### config.mk
export PLATFORM = sky130hd
export DESIGN_NAME = rd_dest_scoreboard
export DESIGN_NICKNAME = d
export VERILOG_FILES = /design/src/rtl/rd_dest_scoreboard_pkg.sv /design/src/rtl/rd_dest_scoreboard_src_match.sv /design/src/rtl/rd_dest_scoreboard.sv
export SDC_FILE = /design/constraint.sdc
export NUM_CORES = 1
export LEC_CHECK = 0
export CAP_MARGIN = 20
export CORE_ASPECT_RATIO = 2
export CORE_UTILIZATION = 32
export DETAILED_ROUTE_END_ITERATION = 16
export PLACE_DENSITY_LB_ADDON = 0.12
export SETUP_SLACK_MARGIN = 0.2
export SLEW_MARGIN = 0
export SYNTH_ARGS = -nofsm -noshare
export SYNTH_HDL_FRONTEND = slang
export SYNTH_HIERARCHICAL = 1
export SYNTH_SLANG_ARGS = --single-unit
### constraint.sdc
create_clock -name clk -period 1.9 [get_ports clk]
set_input_delay 0.38 -clock clk [delete_from_list [all_inputs] [get_ports clk]]
set_output_delay 0.38 -clock clk [all_outputs]
set_load 0.02 [all_outputs]
### src/rtl/rd_dest_scoreboard_pkg.sv
// rd_dest_scoreboard_pkg: shared types and constants for the destination scoreboard.
package rd_dest_scoreboard_pkg;
    localparam int DEPTH_DEF = 3;
    localparam int SELW_DEF = 2;
    localparam logic [4:0] REG_ZERO = 5'd0;
    localparam int FWD_RF = 0;
    typedef struct packed {
        logic vld;
        logic [4:0] addr;
        logic is_load;
    } entry_t;
endpackage

### src/rtl/rd_dest_scoreboard_src_match.sv
// rd_src_match: compares one decode source against in-flight destinations; youngest hit wins.
module rd_src_match
    import rd_dest_scoreboard_pkg::*;
#(
    parameter int DEPTH = DEPTH_DEF,
    parameter int SELW = SELW_DEF
) (
    input  logic                    use_src,
    input  logic [4:0]              addr,
    input  entry_t [DEPTH-1:0]      stages,
    output logic                    hit,
    output logic [SELW-1:0]         k,
    output logic                    is_load
);
    always_comb begin
        hit = 1'b0;
        k = SELW'(FWD_RF);
        is_load = 1'b0;
        // scan oldest to youngest so the youngest match is the last one written
        for (int i = DEPTH - 1; i >= 0; i--) begin
            if (use_src && addr != REG_ZERO && stages[i].vld && stages[i].addr == addr) begin
                hit = 1'b1;
                k = SELW'(i + 1);
                is_load = stages[i].is_load;
            end
        end
    end
endmodule

### src/rtl/rd_dest_scoreboard.sv
// rd_dest_scoreboard: tracks in-flight destinations, drives writeback, forwarding selects and stall.
module rd_dest_scoreboard
    import rd_dest_scoreboard_pkg::*;
#(
    parameter int DEPTH = DEPTH_DEF,
    parameter bit FWD_EN = 1'b1,
    parameter int SELW = SELW_DEF
) (
    input  logic            clk,
    input  logic            rst,
    input  logic            id_valid,
    input  logic            id_rd_en,
    input  logic [4:0]      id_rd_addr,
    input  logic            id_is_load,
    input  logic [4:0]      id_rs_addr,
    input  logic            id_rs_use,
    input  logic [4:0]      id_rt_addr,
    input  logic            id_rt_use,
    input  logic            flush,
    output logic            stall,
    output logic [SELW-1:0] fwd_rs_sel,
    output logic [SELW-1:0] fwd_rt_sel,
    output logic            wb_en,
    output logic [4:0]      wb_addr,
    output logic [31:0]     busy_map
);
    entry_t [DEPTH-1:0] st;
    entry_t nxt;
    logic rs_hit, rt_hit, rs_ld, rt_ld, acc;
    logic [SELW-1:0] rs_k, rt_k;

    rd_src_match #(.DEPTH(DEPTH), .SELW(SELW)) u_rs (
        .use_src(id_rs_use), .addr(id_rs_addr), .stages(st),
        .hit(rs_hit), .k(rs_k), .is_load(rs_ld)
    );
    rd_src_match #(.DEPTH(DEPTH), .SELW(SELW)) u_rt (
        .use_src(id_rt_use), .addr(id_rt_addr), .stages(st),
        .hit(rt_hit), .k(rt_k), .is_load(rt_ld)
    );

    assign stall = FWD_EN ? ((rs_hit & rs_ld & rs_k == SELW'(1)) | (rt_hit & rt_ld & rt_k == SELW'(1)))
                          : (rs_hit | rt_hit);
    assign fwd_rs_sel = FWD_EN ? rs_k : SELW'(FWD_RF);
    assign fwd_rt_sel = FWD_EN ? rt_k : SELW'(FWD_RF);
    assign acc = id_valid & id_rd_en & ~flush & ~stall & (id_rd_addr != REG_ZERO);
    // bubbles carry a zero address so wb_addr reads 0 whenever nothing retires
    assign nxt = '{vld: acc, addr: acc ? id_rd_addr : REG_ZERO, is_load: acc & id_is_load};
    assign wb_en = st[DEPTH-1].vld;
    assign wb_addr = st[DEPTH-1].addr;

    always_ff @(posedge clk) begin
        if (rst)
            st <= '0;
        else
            st <= {st[DEPTH-2:0], nxt};
    end

    always_comb begin
        busy_map = '0;
        for (int i = 0; i < DEPTH; i++)
            if (st[i].vld)
                busy_map[st[i].addr] = 1'b1;
    end
endmodule

Word level (Yosys, flattened, before mapping):

Index checks and enable logic that the tools add are counted.

* output and inout bits: 43
* register bits: 21
* logic and storage cells: 86

* magnitude comparators: 6
* reduce and logical (&&, ||, !) cells: 21
* equality and inequality tests: 8
* multiplexer cells: 27
* bitwise logic cells: 15

Operators by type and width (number)
* $mux 32: 3
* $or 32x32->32: 2
* $eq 5x5->1: 6
* $lt 5x6->1 const B: 3
* $logic_and 1x1->1: 17
* $demux 1 s5: 3
* $ge 5x1->1 const B: 3
* $mux 1: 15
* $reduce_bool 5->1: 3
* $mux 2: 6
* $and 1x1->1: 9
* $eq 2x1->1 const B: 2
* $not 1->1: 3
* $reduce_or 2->1: 1
* $or 1x1->1: 1

Depth between registers and ports, before layout:

* depth in word-level cells: 15
* gate-level depth with buffers: 8
* gate-level depth less buffers: 8

Cells and area by module:

Netlist, hierarchy kept.

By module, submodules not included
* rd_dest_scoreboard: area an instance 1457.6 um2, cells an instance 194, sequential area each 420.4 um2, instances 1
* rd_src_match: area an instance 254.0 um2, cells an instance 36, sequential area each 0.0 um2, instances 2

Worst setup path after synthesis:

Ideal clock, no wire load.

* path type: reg-to-output
* start point: register st[5] (netlist bit)
* end point: output stall
* data required time: 1520 ps
* data arrival time: 1758 ps
* buffers on the path: 0
* cell stages (with the launch flop): 7
* setup slack: -238 ps
* cell sequence: dfxtp_1 xnor2_1 nand2_1 nor4_1 nor2_1 nand4b_1 nand2_1

* cells in the longest elaborated chain, start to end: 6
* elaborated cells on any way between the ends: 17
* those cells by class: eq/ne: 4; mux: 6; bitwise: 5; reduce/logical: 2

Ends and longest elaborated chain
* start: declaration: RTL line rd_dest_scoreboard.sv:27 `entry_t [DEPTH-1:0] st;`
* start signal: assignment: RTL line rd_dest_scoreboard.sv:55 `st <= {st[DEPTH-2:0], nxt};`
* $eq 5x5->1: RTL line rd_dest_scoreboard_src_match.sv:21 `if (use_src && addr != REG_ZERO && stages[i].vld && stages[i].addr == addr) begin`
* $logic_and 1x1->1: RTL line rd_dest_scoreboard_src_match.sv:21
* $mux 2: RTL line rd_dest_scoreboard_src_match.sv:21
* named net fwd_rs_sel[1]: RTL line rd_dest_scoreboard.sv:21 `output logic [SELW-1:0] fwd_rs_sel,`
* $eq 2x1->1: RTL line rd_dest_scoreboard.sv:41 `assign stall = FWD_EN ? ((rs_hit & rs_ld & rs_k == SELW'(1)) | (rt_hit & rt_ld & rt_k == SELW'(1)))`
* $and 1x1->1: RTL line rd_dest_scoreboard.sv:41
* $or 1x1->1: RTL line rd_dest_scoreboard.sv:41
* end: declaration: RTL line rd_dest_scoreboard.sv:20 `output logic stall,`

The timed path passes the listed nets, and every way through them passes these cells.

Final worst setup path:

* start point: input id_rs_addr[4]
* end point: output stall

* cells in the longest elaborated chain, start to end: 10
* elaborated cells on any way between the ends: 24
* those cells by class: eq/ne: 4; mux: 9; bitwise: 3; reduce/logical: 8

Ends and longest elaborated chain
* start: declaration: RTL line rd_dest_scoreboard.sv:15 `input logic [4:0] id_rs_addr,`
* $reduce_bool 5->1: RTL line rd_dest_scoreboard_src_match.sv:21
* $logic_and 1x1->1 (3 in a row): RTL line rd_dest_scoreboard_src_match.sv:21
* $mux 1 (2 in a row): RTL line rd_dest_scoreboard_src_match.sv:21
* $mux 1 *: RTL line rd_dest_scoreboard_src_match.sv:21
* named net rs_hit: RTL line rd_dest_scoreboard.sv:29 `logic rs_hit, rt_hit, rs_ld, rt_ld, acc;`
* $and 1x1->1 * (2 in a row): RTL line rd_dest_scoreboard.sv:41
* $or 1x1->1 *: RTL line rd_dest_scoreboard.sv:41

The timed path passes the listed nets; every way through them passes the cells marked *.

==> flow_metrics.tcl <==
set metrics [dict create \
    status "finished, violations left" \
    failed_checks "design-rule violations, negative setup slack" \
    drc 5 \
    vias 2652 \
    arrival_ns 2.01 \
    synth.largest_area_cell "dfxtp_1" \
    cts_tree "built" \
    synth.distinct_cells 32 \
    ir_drop_mv 0.549 \
    synthesis.nets 289 \
    setup_ws_ns -0.494 \
    ys_seq_area_share_pct 21.4 \
    drtAntennaViolNets 0 \
    cts_made_buffers 3 \
    synth_area_mm2 0.00197 \
    htreeDepth 1 \
    crit_type "in -> out" \
    die_h_um 113 \
    gp_congestion 0.877 \
    area_growth_pct 114 \
    worstSetupEndpoint "stall" \
    synth_area_leaders "dfxtp_1 (21%), xnor2_1 (13%), nand2_1 (12%), a22oi_1 (11%), and3b_1 (7.1%)" \
    critPathLaunchType "input port" \
    startpoint "id_rs_addr[4]" \
    reg2reg_to "st[1]" \
    synth_edf_count 0 \
    synthCells 266 \
    r2r-start "wb_addr[3]" \
    antenna_found_initial 0 \
    slew_violations 0 \
    clkTransAtPathRegs_ns 0.06 \
    grt_max_degree 15 \
    grt_use_total_pct 26.3 \
    end_kind "output pin" \
    drt_iter0_markers 206 \
    place_hpwl_um 5760 \
    initial_core_util_pct 33.0 \
    grt_pass1_wl_um 13200 \
    hold_depth 1 \
    max_freq_mhz 418 \
    min_period_ns 2.39 \
    rows 40 \
    powerDensity_mw_per_mm2 268 \
    wirelength_um 8650 \
    met3_usage_pct 1.60 \
    finalPower_mw 1.13 \
    cp_max_fo 5 \
    rsz0062_at_grt "true" \
    worstMarginPinSlew_ns 0.331 \
    nets 450 \
    layout-drive-gt1-share_pct 59.9 \
    place_ws_ns -1.33 \
    ys_ff_latch 21 \
    fin_crit_sh_pct 126 \
    crit_required_ns 1.52 \
    fin_skew_ns 0.00253 \
    setup_viol 37 \
    synth_top_area_share_pct 21.4 \
    r2r_cells 8 \
    grt_pass1_vias 2683 \
    hold_viol 0 \
    wl_per_cell_um 17.7 \
    die_w_um 57.4 \
    coreArea_mm2 0.00596 \
    cts-root-buf "clkbuf_16" \
    ys.flop_type "dfxtp_1" \
    n_antenna_cell 0 \
    clock_sinks 21 \
    syn_area_per_cell_um2 7.39 \
    min_path_type "reg -> reg" \
    reg2reg_slack_ns -0.15 \
    clkLatencyLatePin_ns 0.26 \
    fillCellCount 443 \
    cap_violations 0 \
    yosys_warnings 6 \
    design.die.area_mm2 0.00648 \
    firstDrtPassIters 10 \
    met1_usage_pct 24.4 \
    maxSlewHeadroom_pct 77.8 \
    ios 66 \
    clockBufferDepth 2 \
    io_buffers 65 \
    numPlacedInstances 441 \
    grt-ovfl-total 0 \
    leakage_nw 1.91 \
    via_per_inst 5.42 \
    busiest_layer "met2" \
    grt_use_met2_pct 52.4 \
    utilization_pct 70.6 \
    fin_cells 489 \
    synthArstFlopShare_pct 0 \
]
cell usage after synthesis (2+ instances only):
cell type / number
a21o_1: 2
a21oi_1: 4
a222oi_1: 2
a22oi_1: 30
and2_1: 4
and3_1: 7
and3b_1: 16
buf_2: 2
buf_4: 5
clkbuf_1: 6
dfxtp_1: 21
inv_1: 4
nand2_1: 65
nand3_1: 6
nand3b_1: 2
nand4_1: 4
nand4b_1: 2
nor2_1: 5
nor2_4: 2
nor2b_1: 17
nor3_1: 7
nor3b_1: 9
nor3b_2: 3
nor4_1: 2
or3_1: 2
or4_4: 2
xnor2_1: 30
metrics by stage:
stage	instance area (µm²)	setup TNS (ns)	hold WS, ns
5_1_grt	4210	-10.94	0.543
3_3_place_gp	3120	-18.57	0.491
3_5_place_dp	3120	-18.75	0.498
4_1_cts	3910	-3.40	0.510
2_1_floorplan	1990	-1.08	0.452
6_report	4210	-8.15	0.519
per-layer routing:
metal | part of all wire, % | vias up
met3 | 2.5 | 32
met4 | 5.0 | 0
met2 | 59 | 90
li1 | - | 1258
met1 | 33 | 1272
met5 | 0 | -
cell families (layout without fill, tap and decap cells):
| family | after synthesis | in the layout | share of synthesized area [%] |
|---|---|---|---|
| flip-flops | 21 | 21 | 21.4 |
| buffers and inverters | 19 | 179 | 5.16 |
| AO/OA/AOI/OAI | 38 | 38 | 14.3 |
| AND/OR/NAND/NOR | 158 | 158 | 45.8 |
| XOR/XNOR | 30 | 30 | 13.4 |
power by group:
part / total (mW) / switching, mW / leakage, nW / internal [mW]
clock: 0.456 / 0.171 / 0.0371 / 0.285
combinational: 0.233 / 0.0989 / 1.69 / 0.134
sequential: 0.439 / 0.00862 / 0.182 / 0.430
total: 1.13 / 0.278 / 1.91 / 0.849
how the worst min path moves through the flow:
stage / start / to / slack, ns
after floorplan: rst / st[10] / 0.45
after global placement: st[7] / st[14] / 0.49
after detailed placement: st[7] / st[14] / 0.50
after CTS: st[7] / st[14] / 0.51
after global routing: st[7] / st[14] / 0.54
final: st[7] / st[14] / 0.52
worst max-delay path: stages:
cell and delay [ns]:
buf_6 0.09, or4_4 0.54, nor2_4 0.20, nor4_4 0.09
or3_1 0.35, nand4b_1 0.16, nand2_2 0.07, buf_6 0.13
registers in the layout (all words and copies together) (netlist names):
register	count
st	15
wb_addr	5
wb_en	1
timing repair:
action	CTS	global route
pin swaps	55	56
hold buffers	0	0
resized for setup	388	44
setup endpoints to repair	50	44
buffers inserted	29	12
cloned	3	0
cells in the final DEF (no fill, tap or decap), types with 8 or more instances in the layout:
| cell | n |
|---|---|
| a22oi_2 | 30 |
| and3b_1 | 9 |
| buf_4 | 48 |
| buf_6 | 92 |
| clkdlybuf4s50_1 | 10 |
| dfxtp_4 | 13 |
| dlygate4sd2_1 | 8 |
| nand2_1 | 62 |
| nor2b_1 | 17 |
| xnor2_1 | 21 |
final cells by class:
class / count / area [µm²] / share of cell area [%]
Clock buffer: 3 / 75.1 / 1.78
Clock inverter: 1 / 7.51 / 0.178
Inverter: 4 / 15.0 / 0.357
Multi-Input combinational cell: 226 / 1860 / 44.2
Sequential cell: 21 / 475 / 11.3
Tap cell: 63 / 78.8 / 1.87
Timing Repair Buffer: 171 / 1700 / 40.3
Note: power is estimated with default switching activity, not from simulation.
